<file path="config.mk">
export PLATFORM = sky130hd
export DESIGN_NAME = sar_search_4
export DESIGN_NICKNAME = d
export VERILOG_FILES = /design/src/rtl/sar_pkg.sv /design/src/rtl/sar_window_update.sv /design/src/rtl/sar_search_4.sv
export SDC_FILE = /design/constraint.sdc
export NUM_CORES = 1
export LEC_CHECK = 0
export BUFFER_PORTS_ARGS = -buffer_cell sky130_fd_sc_hd__buf_4
export CORE_ASPECT_RATIO = 1.5
export CORE_MARGIN = 3
export CORE_UTILIZATION = 25
export DETAILED_ROUTE_END_ITERATION = 10
export PLACE_DENSITY = 0.45
export SLEW_MARGIN = 20
export SYNTH_ARGS = -nofsm -noshare
export SYNTH_HDL_FRONTEND = slang
export SYNTH_SLANG_ARGS = --single-unit
</file>
<file path="constraint.sdc">
create_clock -name clk -period 3.7 [get_ports clk]
set_input_delay 0.555 -clock clk [delete_from_list [all_inputs] [get_ports clk]]
set_output_delay 0.555 -clock clk [all_outputs]
set_load 0.01 [all_outputs]
</file>
<file path="src/rtl/sar_pkg.sv">
// Shared types and constants for the successive-approximation search controller.
package sar_pkg;

  typedef enum logic [1:0] {
    IDLE  = 2'd0,
    PROBE = 2'd1,
    DONE  = 2'd2
  } state_t;

  // Comparator result codes as {gt, eq, lt}
  localparam logic [2:0] CMP_GT = 3'b100;
  localparam logic [2:0] CMP_EQ = 3'b010;
  localparam logic [2:0] CMP_LT = 3'b001;

  function automatic logic [31:0] width_max(input int unsigned w);
    width_max = (32'd1 << w) - 32'd1;
  endfunction

endpackage

</file>
<file path="src/rtl/sar_window_update.sv">
// Combinational search-window narrowing: next lo/hi and terminal classification
// for one comparator result against the current guess.
module sar_window_update
  import sar_pkg::*;
#(
  parameter int WIDTH = 4
) (
  input  logic [WIDTH-1:0] lo,
  input  logic [WIDTH-1:0] hi,
  input  logic [WIDTH-1:0] guess,
  input  logic [2:0]       code,
  output logic [WIDTH-1:0] lo_next,
  output logic [WIDTH-1:0] hi_next,
  output logic             match,
  output logic             exhausted,
  output logic             illegal
);

  // Bound checks against lo/hi keep guess+1 / guess-1 from wrapping
  always_comb begin
    lo_next   = lo;
    hi_next   = hi;
    match     = 1'b0;
    exhausted = 1'b0;
    illegal   = 1'b0;
    case (code)
      CMP_EQ: match = 1'b1;
      CMP_GT: begin
        if (guess == hi) begin
          exhausted = 1'b1;
        end else begin
          lo_next = guess + WIDTH'(1);
        end
      end
      CMP_LT: begin
        if (guess == lo) begin
          exhausted = 1'b1;
        end else begin
          hi_next = guess - WIDTH'(1);
        end
      end
      default: illegal = 1'b1;
    endcase
  end

endmodule

</file>
<file path="src/rtl/sar_search_4.sv">
// Successive-approximation search controller driving comparator operand B.
// Optional probe counter output enabled by defining SAR_SEARCH_PROBE_CNT_EN.
module sar_search_4
  import sar_pkg::*;
#(
  parameter int WIDTH = 4
) (
  input  logic             clk,
  input  logic             rst,
  input  logic             start,
  input  logic             gt_i,
  input  logic             eq_i,
  input  logic             lt_i,
  output logic [WIDTH-1:0] guess,
  output logic             busy,
  output logic             done,
  output logic             found,
  output logic             err,
  output logic [WIDTH-1:0] result
`ifdef SAR_SEARCH_PROBE_CNT_EN
  ,
  output logic [7:0]       probes
`endif
);

  localparam logic [WIDTH-1:0] MAX = WIDTH'(width_max(WIDTH));

  state_t           state;
  logic [WIDTH-1:0] lo;
  logic [WIDTH-1:0] hi;
  logic [WIDTH:0]   sum;
  logic [WIDTH-1:0] lo_next;
  logic [WIDTH-1:0] hi_next;
  logic             match;
  logic             exhausted;
  logic             illegal;

  // Sum is one bit wider so the midpoint never loses the carry
  assign sum   = {1'b0, lo} + {1'b0, hi};
  assign guess = sum[WIDTH:1];

  sar_window_update #(.WIDTH(WIDTH)) u_window (
    .lo        (lo),
    .hi        (hi),
    .guess     (guess),
    .code      ({gt_i, eq_i, lt_i}),
    .lo_next   (lo_next),
    .hi_next   (hi_next),
    .match     (match),
    .exhausted (exhausted),
    .illegal   (illegal)
  );

  // Search FSM with registered status outputs
  always_ff @(posedge clk or posedge rst) begin
    if (rst) begin
      state  <= IDLE;
      lo     <= {WIDTH{1'b0}};
      hi     <= MAX;
      busy   <= 1'b0;
      done   <= 1'b0;
      found  <= 1'b0;
      err    <= 1'b0;
      result <= {WIDTH{1'b0}};
    end else begin
      case (state)
        IDLE: begin
          done <= 1'b0;
          if (start) begin
            lo    <= {WIDTH{1'b0}};
            hi    <= MAX;
            busy  <= 1'b1;
            state <= PROBE;
          end else begin
            busy  <= 1'b0;
            state <= IDLE;
          end
        end
        PROBE: begin
          if (illegal || match || exhausted) begin
            err    <= illegal;
            found  <= match;
            result <= guess;
            busy   <= 1'b0;
            done   <= 1'b1;
            state  <= DONE;
          end else begin
            lo    <= lo_next;
            hi    <= hi_next;
            busy  <= 1'b1;
            state <= PROBE;
          end
        end
        DONE: begin
          done  <= 1'b0;
          busy  <= 1'b0;
          state <= IDLE;
        end
        default: begin
          done  <= 1'b0;
          busy  <= 1'b0;
          state <= IDLE;
        end
      endcase
    end
  end

`ifdef SAR_SEARCH_PROBE_CNT_EN
  // Probe count: cleared on accepted start, saturating count of PROBE edges
  always_ff @(posedge clk or posedge rst) begin
    if (rst) begin
      probes <= 8'd0;
    end else if (state == IDLE && start) begin
      probes <= 8'd0;
    end else if (state == PROBE && probes != 8'd255) begin
      probes <= probes + 8'd1;
    end else begin
      probes <= probes;
    end
  end
`endif

endmodule

</file>
======== Yosys cells after proc, flatten, opt, wreduce, memory -nomap -nowiden ========
Cells that the tools add are included.
W data, S select, Z words.
storage, ports and cells
  flip-flop bits (word level) ............. 18
  bits of input ports ..................... 6
  output and inout bits ................... 12
  word-level logic and storage cells ...... 55
operators by class
  add/sub/neg operators ................... 3
  eq/ne operators ......................... 13
  mux-type cells .......................... 23
  reductions and logical operators ........ 8
operator list
  operator               number
  $mux W4                8
  $pmux W4 S2            2
  $ne A2 B2 Y1 const B   5
  $reduce_and A5 Y1      2
  $mux W1                9
  $eq A4 B4 Y1           2
  $add A4 B4 Y5          1
  $add A4 B1 Y4 const B  1
  $ne A2 B1 Y1 const B   2
  $pmux W1 S2            2
  $pmux W2 S2            1
  $sub A4 B1 Y4 const B  1
  $eq A3 B1 Y1 const B   1
  $eq A3 B2 Y1 const B   1
  $eq A3 B3 Y1 const B   1
  $reduce_or A3 Y1       1
  $eq A2 B1 Y1 const B   1
  $logic_not A2 Y1       1
  $logic_or A1 B1 Y1     2
  $mux W2                1
  $reduce_and A2 Y1      1
  $reduce_bool A2 Y1     1

======== Longest topological paths before layout ========
Gate-level depths: netlist of the first run.
  depth in word-level cells ............... 7
  depth in mapped cells ................... 10
  mapped depth without buffers ............ 10

======== Modules after synthesis ========
A second synthesis of the first run with hierarchy kept.
second synthesis, totals
  cells, all modules ...................... 123
  area total of the unflattened synthesis .. 1,211.2 um^2
modules (own cells, without submodules)
  module             times used  cells an instance  area an instance (um^2)  sequential area each (um^2)
  sar_search_4       1           84                 838.3                    430.4
  sar_window_update  1           39                 372.9                    0.0

======== Least setup slack after synthesis of the first run ========
OpenSTA, ideal clock, no wires.
  path type ............................... register to register
  start ................................... register hi[1]
  end ..................................... register err
  library setup time ...................... 125 ps
  arrival time ............................ 2,584 ps
  data required time ...................... 3,575 ps
  setup slack ............................. 990 ps
  stages on the path, launching flop included .. 10
  path buffers ............................ 0
  clock period less this slack ............ 2,710 ps
  path through ............................ dfstp_2 > inv_1 > fa_1 > nand2b_1 > a21oi_4 > xnor2_1 > a41oi_2 > or3_4 > inv_4 > mux2_4
between the ends
  cells in the longest elaborated chain, start to end .. 6
  elaborated cells on any way between the ends .. 8
  classes of those cells .................. 1 x add/sub; 2 x eq/ne; 3 x mux; 2 x reduce/logical
RTL lines
  what                                    RTL line                                          RTL
  from (decl)                             sar_search_4.sv:30                                logic [WIDTH-1:0] hi;
  from (signal assigned)                  sar_search_4.sv:89                                hi <= hi_next;
  $add A4 B4 Y5 *                         sar_search_4.sv:39                                assign sum = {1'b0, lo} + {1'b0, hi};
  net guess[3]                            sar_search_4.sv:14                                output logic [WIDTH-1:0] guess,
  $eq A4 B4 Y1, on equally long branches  sar_window_update.sv:36, sar_window_update.sv:29
  $mux W1, on equally long branches       sar_window_update.sv:36, sar_window_update.sv:29
  $pmux W1 S2 *                           sar_window_update.sv:26                           case (code)
  $logic_or A1 B1 Y1 *                    sar_search_4.sv:80                                if (illegal || match || exhausted) begin
  $reduce_and A2 Y1 (no line) *           n/a
  to (signal assigned)                    sar_search_4.sv:81                                err <= illegal;
  to (decl)                               sar_search_4.sv:18                                output logic err,
Mark *: on every way through the listed nets, which the timed path passes. The rest lies on a longest branch.
A chain may end at the register's enable or synchronous reset.

======== Final worst setup path of the first run ========
  start ................................... register hi[1]
  end ..................................... register err
between the ends
  cells in the longest elaborated chain, start to end .. 6
  elaborated cells on any way between the ends .. 8
  classes of those cells .................. 1 x add/sub; 2 x eq/ne; 3 x mux; 2 x reduce/logical
RTL lines
  what                                    RTL line
  $add A4 B4 Y5                           sar_search_4.sv:39
  $eq A4 B4 Y1, on equally long branches  sar_window_update.sv:36, sar_window_update.sv:29
  $mux W1, on equally long branches       sar_window_update.sv:36, sar_window_update.sv:29
  $pmux W1 S2 *                           sar_window_update.sv:26
  $logic_or A1 B1 Y1 *                    sar_search_4.sv:80
  $reduce_and A2 Y1 (no line) *           n/a
Mark *: on every way between the ends. The rest lies on a longest branch, timed or not.

==> results.md, run 1 <==
- Status: completed
- Largest net degree at the start of global routing: 18
- CTS clk-pin slew, worst paths: 0.07 ns
- Largest family of logic cells by synthesized area: compound AO/OA/AOI/OAI gates
- Ys async rst share: 1.00
- Die area: 0.00501 mm^2
- Max Freq: 340 MHz
- Rows: 28
- Slew @ Worst Pin: around 0.67 ns
- Via/cell ratio: 4.90
- Critical path type: register to register
- Worst r2r path cells: 9
- Non-Filler Instances: 156
- Post-synth EDFFs: 0
- Worst path max stage delay: around 0.58 ns
- Post-Synth Adder-Cell Area: 0.0789
- Netlist cell types: 31
- Starting density of the core: 0.262
- Yosys reg bits: 17
- CP Max Fanout: 7
- Gpl congestion: 0.758
- Startpoint types: register
- Gr usage total: 0.110
- PwrDens: between 800 and 900 mW/mm^2
- Top cells by area, synth: dfrtp_1 31%, dfstp_2 10%, xnor2_1 10%, mux2_4 7.2%, ha_1 6.0%
- Post-route clock period utilization: 0.795
- Detailed Place HPWL: 1.99 mm
- Worst setup path start: hi[1]
- WP buf/inv: 2
- Ys Warns: 0
- Drc violations: 0
- RSZ-0062 raised after global routing: false
- Max-slew headroom: 0.552
- Vias: 764
- Hold Crit Class: primary input to async pin
- Ports: 18
- Final Skew: 0.00519 ns
- Total routed wirelength: 2.50 mm
- Final max-slew violation count: 0
- CORE AREA: about 0.004 mm^2
- FF-to-FF setup slack: around 0.76 ns
- Antenna violations before repair: 0
- Post-Syn Area: between 0.001 and 0.0015 mm^2
- Crit path time final: around 2.9 ns
- Top delay family on crit path: simple AND/OR/NAND/NOR gates
- Clock buffer depth: 2
- P_leak: 0.527 nW
- CTS sink count: 17
- Post-synth top area cell: dfrtp_1
- Root buf cell: clkbuf_8
- R2r startpoint: hi[1]
- Global-route wire length before repair: 4.17 mm
- Final setup TNS: 0 ns
- Worst IR drop on VDD: 0.000442 V
- Fill count: 442
- CTS H-tree lvls: 1
- Final hold vios: 0
- Fin nets: roughly 120
- Max Cap Viol: 0
- Ant diodes: 0
- CTS Buf Count: 3
- Pre-CTS setup slack: 0.764 ns
- Synth-to-Final Area Change: 22.0%
- Final ANT Viol Nets: 0
- Port buffer count: 17
- CP arrival: 3.08 ns
- RR Endpoint: err
- Clock latency at the later pin of the worst-skew pair: 0.25 ns
- Levels on crit path: 9
- Critical Path End Type: register
- Layout cell share with drive strength beyond 1: 0.342
- CP Capture Point: err
- Placed Cells: about 150
- TritonRoute pass-1 iters: 4
- Post-CTS setup buffer count: 0
- Vias in the first global route: 852
- Die Span X: 58.8 um
- Synth Flop Type: dfrtp_1
- Compound-cell area share of the yosys netlist: 0.187
- Post-cts hold buffer count: 0
- Mux cell area share after synthesis: 0.0718
- Req. time, crit path: 3.84 ns
- GRT overflow: 0
- Synthesized net count: 102
- Xor-xnor portion of the synthesized cell area: 0.141
- Worst path slowest cell: dfstp_2
- Sequential element share of the synthesized area: 0.411
- Final setup violation count: 0
- Die Y: between 80 and 90 um
- Detailed Route Iter0 Violations: 34
- CTS tree: done
- Area fraction in and, or, nand and nor cells after synthesis: 0.0861
- Wirelength per Cell: 16.0 um
- Syn Inst Count: 90
- Post-CTS Resized: 0
- Critical-path cell list: inv_1 -> fa_1 -> nand2b_1 -> a21oi_4 -> xnor2_1 -> a41oi_2 -> or3_4 -> inv_4 -> mux2_4
- Synth top area share: 0.311
- Syn Area/Cell: 11.6 um^2
- Fin worst setup slack: ~0.76 ns
layout by cell type (no fill, tap or decap):
master and n:
buf_4 17, dfrtp_1 13, xnor2_1 12, nor2_1 7
mux2_4 5, ha_1 5, inv_1 4, a2bb2oi_1 4
a32o_1 4, dfstp_2 4, nand2b_1 3, nor3_1 3
xor2_1 3, clkbuf_8 3, o21bai_1 2, a21oi_1 2
nand2_1 2, o21ai_0 2, a21oi_4 1, xor2_2 1
inv_2 1, a31o_2 1, a21oi_2 1, a311o_1 1
nor2b_1 1, nand3_1 1, a41oi_2 1, a311oi_1 1
or3_4 1, inv_4 1, o21a_1 1, a22o_1 1
fa_1 1, clkinv_2 1
layer usage:
| layer | vias to the layer above | wire length, um | GRT usage |
|---|---|---|---|
| li1 | 365 | - | - |
| met1 | 384 | 999 | 0.125 |
| met2 | 11 | 1400 | 0.192 |
| met3 | 4 | 41 | 0.0152 |
| met4 | 0 | 57 | 0.0598 |
| met5 | - | 0 | 0 |
Yosys cell counts (all sizes together) (2+ instances only):
library cell   n
xnor2         12
a2bb2oi        4
dfstp          4
ha             5
nand2          2
xor2           4
inv            6
nor3           3
dfrtp         13
o21bai         2
a21oi          4
mux2           5
nor2           7
o21ai          2
a32o           4
nand2b         3
through the flow:
stage | util | area [um^2] | hold slack (ns) | total power [mW]
floorplan | - | 1050 | 0.478 | 0.774
global placement | 0.308 | 1230 | 0.485 | 0.980
detailed placement | 0.308 | 1230 | 0.496 | 0.977
CTS | 0.320 | 1280 | 0.427 | 1.13
global route | 0.320 | 1280 | 0.440 | 1.19
finish | 0.320 | 1280 | 0.400 | 1.11
report_power, final:
part / switching, mW / internal [mW]
clock: 0.0665 / 0.0748
sequential: 0.0487 / 0.252
combinational: 0.346 / 0.325
total: 0.461 / 0.651
how the worst min path moves through the flow:
stage	slack, ns	to	start
finish	0.40	found	rst
global route	0.44	found	rst
CTS	0.43	found	rst
detailed placement	0.50	done	done
global placement	0.49	done	done
floorplan	0.48	done	rst
cell families after synthesis:
family,count (synthesis)
buf+inv,6
mux,5
flops,17
compound gates,22
xor+xnor,16
fa+ha+maj,6
simple gates,18
final cells by class:
cell class | instances | area, um^2 | area share
clock inverter | 1 | 5.00 | 0.00392
clock buffer | 3 | 41.3 | 0.0324
tap | 45 | 56.3 | 0.0441
sequential | 17 | 430 | 0.337
timing repair buffer | 17 | 128 | 0.100
multi-input combinational | 67 | 591 | 0.463
inverter | 6 | 25.0 | 0.0196
flip-flops by register name (all words and copies together) (netlist names):
| name | count |
|---|---|
| err | 1 |
| found | 1 |
| done | 1 |
| result | 4 |
| hi | 4 |
| state | 2 |
| lo | 4 |
Note: power is estimated with default switching activity, not from simulation.
==> run 2: changes to the inputs <==
PLACE_DENSITY = 0.46   (was 0.45)
clock period = 2.5 ns   (was 3.7 ns; I/O delays follow)
==> run 2 against run 1 <==
Largest power group unchanged. The run now ends with setup timing left. Final area rose by 18%. Final cell count rose by 13%. Worst setup slack got worse by 0.85 ns. First-iteration DRC count fell by 65%. Critical path type unchanged. Sequential share of layout area fell by 5.0 points. Register-to-register slack got worse by 0.85 ns. Via count rose by 10%. Worst hold slack got worse by 0.19 ns. Core utilization rose by 5.6 points. Power rose by 71%. Global-route usage rose by 0.84 points. Highest routed layer unchanged.
==> results.md, run 2 (synthesized netlist as in run 1, its figures left out) <==
- CTS sink count: 17
- Worst path slowest cell: dfstp_2
- Placed Cells: around 170
- P_leak: 0.646 nW
- CORE AREA: ~0.004 mm^2
- Post-route clock period utilization: 1.03
- Drc violations: 0
- Placed Area: 0.00136 mm^2
- Failing checks: setup timing
- Layout cell share with drive strength beyond 1: 0.515
- Ports: 18
- Largest net degree at the start of global routing: 18
- GRT overflow: 0
- Die Y: 85.2 um
- Total routed wirelength: 2.68 mm
- Final Instance Area: 0.00150 mm^2
- Worst IR drop on VDD: 0.000493 V
- Sequential Power Share: 0.231
- Max Cap Viol: 0
- Detailed Place HPWL: 2.09 mm
- Fin nets: 145
- Post-layout util: 0.376
- Tot Pwr: 1.91 mW
- PwrDens: between 1000 and 1500 mW/mm^2
- Switching Fraction: 0.406
- Max-slew headroom: 0.553
- Wirelength per Cell: 15.1 um
- Critical-path cell list: inv_2 -> fa_2 -> nand2b_4 -> a21oi_4 -> xnor2_2 -> a311oi_2 -> or3_4 -> inv_6 -> mux2_4
- Fin worst setup slack: -0.0869 ns
- Gpl congestion: 0.801
- Clock latency at the later pin of the worst-skew pair: 0.26 ns
- Largest registers: hi (4), lo (4), result (4)
- Antenna violations before repair: 0
- Starting density of the core: 0.262
- Global-route wire length before repair: 4.45 mm
- Port buffer count: 17
- Final ANT Viol Nets: 0
- Slew @ Worst Pin: about 0.67 ns
- CP Max Fanout: 6
- Detailed Route Iter0 Violations: 12
- CTS H-tree lvls: 1
- Hold slack: approximately 0.21 ns
- CTS Buf Count: 3
- Startpoint types: register
- CTS clk-pin slew, worst paths: 0.08 ns
- Worst path max stage delay: 0.55 ns
- Worst r2r path cells: 9
- Final Skew: about 0.0022 ns
- Sw power: 774 uW
- Final hold vios: 0
- Final setup TNS: -0.418 ns
- Critical Path End Type: register
- Die Span X: 58.8 um
- TritonRoute pass-1 iters: 4
- Hold Crit Class: primary input to async pin
- Status: complete, but fails checks
- Via/cell ratio: 4.77
- Die area: 0.00501 mm^2
- Combinational Power Share: 0.653
- Vias in the first global route: 899
- Non-Filler Instances: 177
- Pre-CTS setup slack: -0.170 ns
- Most frequent cells in the layout: 38 x buf_4, 13 x dfrtp_1, 10 x xnor2_1
- CP Capture Point: result[3]
- Worst setup path start: hi[1]
- Pint: 1.13 mW
- Rows: 28
- Req. time, crit path: 2.65 ns
- Crit path time final: 2.59 ns
- Clock network power share: 0.115
- CTS tree: done
- Ant diodes: 0
- Commonest non-fill, non-tap cell in the layout: buf_4
- RR Endpoint: result[3]
- Vias: approximately 840
- RSZ-0062 raised after global routing: true
- Final setup violation count: 5
- Max Freq: between 300 and 400 MHz
- CP arrival: about 2.7 ns
- R2r startpoint: hi[1]
- Clock buffer depth: 2
- Critical path type: register to register
- Synth-to-Final Area Change: 43.4%
- Gr usage total: 0.119
- Root buf cell: clkbuf_8
- FF-to-FF setup slack: -0.09 ns
- Final max-slew violation count: 0
## run 2: critical path: cells and delay by family (launching register included)
family                     cells  cell delay (ns)
adders and majority gates      1             0.40
buffers and inverters          2             0.14
DFF                            1             0.55
muxes                          1             0.30
AOI/OAI and AO/OA              2             0.32
and+or+nand+nor                2             0.60
xor gates and xnor gates       1             0.15
## run 2: per-layer routing
| layer | global-route usage | part of all wire | vias to the layer above | routed length [um] |
|---|---|---|---|---|
| met4 | 0.0433 | 0.014 | 0 | 38 |
| met3 | 0.0183 | 0.023 | 5 | 62 |
| met2 | 0.218 | 0.57 | 12 | 1540 |
| met1 | 0.132 | 0.39 | 419 | 1040 |
| met5 | 0 | 0 | - | 0 |
| li1 | - | - | 408 | - |
## run 2: cell type report
| type | instances | area (um^2) |
|---|---|---|
| clock buffer | 3 | 41.3 |
| clock inverter | 1 | 5.00 |
| fill | 415 | 2490 |
| inverter | 6 | 27.5 |
| multi-input combinational | 67 | 654 |
| sequential | 17 | 430 |
| tap | 45 | 56.3 |
| timing repair buffer | 38 | 285 |
## run 2: power groups by stage
stage | logic [mW] | registers, mW | clock network [mW]
after floorplan | 0.698 | 0.456 | 0
after global placement | 1.16 | 0.445 | 0
after detailed placement | 1.16 | 0.441 | 0
after CTS | 1.24 | 0.441 | 0.227
after global routing | 1.36 | 0.451 | 0.238
final | 1.25 | 0.441 | 0.220
## run 2: worst min path at each step
stage                     end  slack (ns)  cells past startpoint
global route        result[1]        0.28                      2
global placement         done        0.48                      1
CTS                 result[1]        0.25                      2
finish              result[1]        0.21                      2
detailed placement       done        0.48                      1
floorplan                done        0.30                      1
## run 2: repair_timing
item	in CTS	in global routing
pin swaps	1	0
endpoints found under the setup margin	6	10
resized for setup	6	3
hold buffers	0	0
setup buffers	3	2
==> run 3: changes to the inputs <==
CORE_MARGIN = unset   (was 3)
RECOVER_POWER = 25   (was unset)
==> run 3 against run 2 <==
The run still ends with setup timing left. Flip-flop and latch count stayed put. Clock skew is 0.00070 ns lower. Maximum frequency is 0.53% higher. Clock-buffer cell count stayed put. Via count is 2.3% higher. Core utilization is 1.1 points higher. Highest routed layer unchanged.
==> results.md, run 3 (synthesized netlist as in run 1, its figures left out) <==
- Status: complete, but fails checks
- Failing checks: setup timing
- Placed Area: 0.00137 mm^2
- Via/cell ratio: 4.85
- P_leak: 0.663 nW
- Vias: between 800 and 900
- Max Cap Viol: 0
- Final Skew: 0.00153 ns
- Clock network power share: 0.110
- GRT overflow: 0
- Synth-to-Final Area Change: 46.2%
- Die Y: around 81 um
- Clock buffer depth: 2
- Vias in the first global route: between 900 and 1000
- Sw power: 792 uW
- RSZ-0062 raised after global routing: true
- Fin nets: 146
- Levels on crit path: 8
- Crit path time final: 2.57 ns
- CTS tree: done
- Gpl congestion: slightly above 0.8
- FF-to-FF setup slack: -0.07 ns
- WP buf/inv: 1
- Root buf cell: clkbuf_8
- Startpoint types: register
- CTS H-tree lvls: 1
- CP Max Fanout: 6
- CTS clk-pin slew, worst paths: 0.07 ns
- Detailed Place HPWL: 2.16 mm
- Combinational Power Share: 0.666
- Worst path max stage delay: 0.56 ns
- Final Instance Area: 0.00153 mm^2
- Detailed Route Iter0 Violations: 14
- Worst path slowest cell: dfstp_2
- Final hold vios: 0
- Worst setup path start: hi[1]
- Critical-path cell list: ha_1 -> a31o_2 -> a21oi_2 -> xnor2_1 -> a41oi_2 -> or3_4 -> inv_6 -> mux2_4
- Fill count: a little under 400
- R2r startpoint: hi[1]
- CTS Buf Count: 3
- Clock latency at the later pin of the worst-skew pair: ~0.25 ns
- PwrDens: 1280 mW/mm^2
- Die Span X: 54.8 um
- Rows: 28
- Starting density of the core: 0.264
- Largest net degree at the start of global routing: 18
- Max Freq: 389 MHz
- RR Endpoint: result[3]
- Final setup violation count: 5
- Gr usage total: 0.141
- Global-route wire length before repair: ~4.3 mm
- Drc violations: 0
- Largest registers: hi (4), lo (4), result (4)
- CORE AREA: around 0.0040 mm^2
- Hold Crit Class: primary input to async pin
- CP arrival: 2.72 ns
- Switching Fraction: 0.405
- Total routed wirelength: 2.79 mm
- Sequential Power Share: 0.224
- Most frequent cells in the layout: 37 x buf_4, 13 x dfrtp_1, 9 x xnor2_1
- Worst IR drop on VDD: 0.000547 V
- Slew @ Worst Pin: 0.679 ns
- Req. time, crit path: 2.64 ns
- TritonRoute pass-1 iters: 4
- Wirelength per Cell: 15.7 um
- Fin worst setup slack: -0.0733 ns
- Port buffer count: 17
- Commonest non-fill, non-tap cell in the layout: buf_4
- Tot Pwr: 1.96 mW
- Final max-slew violation count: 0
- Max-slew headroom: 0.547
- Critical path type: register to register
- Antenna violations before repair: 0
- CTS sink count: 17
- Layout cell share with drive strength beyond 1: 0.534
- Worst r2r path cells: 8
- Pint: between 1 and 1.5 mW
- Ports: 18
- Die area: about 0.0045 mm^2
- Final ANT Viol Nets: 0
- Ant diodes: 0
- Top delay family on crit path: compound AO/OA/AOI/OAI gates
- Critical Path End Type: register
- Post-route clock period utilization: 1.03
- CP Capture Point: result[3]
[run 3: changes by cell type in the layout (fill, tap and decap cells not counted), sizes merged]
cell	change
clkbuf	+1
[run 3: worst min-delay path by stage]
stage	from	endpoint	slack, ns	cells past startpoint
finish	rst	state[1]	0.22	2
floorplan	rst	done	0.30	1
detailed placement	done	done	0.49	1
global placement	done	done	0.48	1
CTS	rst	state[0]	0.25	2
global route	rst	state[0]	0.29	2
[run 3: power groups by stage]
| stage | sequential, mW | clock, mW | combinational, mW |
|---|---|---|---|
| finish | 0.438 | 0.215 | 1.30 |
| global route | 0.452 | 0.236 | 1.39 |
| CTS | 0.440 | 0.222 | 1.26 |
| detailed placement | 0.438 | 0 | 1.18 |
| global placement | 0.441 | 0 | 1.16 |
| floorplan | 0.456 | 0 | 0.698 |
[run 3: cell type report]
type	instances	area, um^2	area share
Tap cell	45	56.3	0.0368
Inverter	6	27.5	0.0180
Multi-Input combinational cell	67	672	0.439
Timing Repair Buffer	39	297	0.194
Clock buffer	3	41.3	0.0270
Sequential cell	17	430	0.282
Clock inverter	1	5.00	0.00327
[run 3: metal layers]
metal  vias to the layer above  global-route usage  share of wire
li1                        406                   -              -
met1                       417               0.144           0.38
met2                        26               0.241           0.53
met3                        14              0.0262          0.030
met4                         0               0.105          0.065
met5                         -                   0              0
[run 3: what timing repair did]
action | in CTS | in global routing
pin swaps | 4 | 7
endpoints found under the setup margin | 11 | 7
buffers inserted | 3 | 2
resized for setup | 8 | 4
hold buffers | 0 | 0
[run 3: metrics by stage]
step,hold slack [ns],utilization,std cells,setup TNS [ns],setup slack [ns]
floorplan,0.298,-,90,-0.646,-0.129
detailed placement,0.490,0.346,169,-1.06,-0.197
global placement,0.478,0.346,169,-0.664,-0.133
finish,0.221,0.386,178,-0.350,-0.0733
global route,0.288,0.386,178,-0.697,-0.146
CTS,0.252,0.375,176,-0.578,-0.121
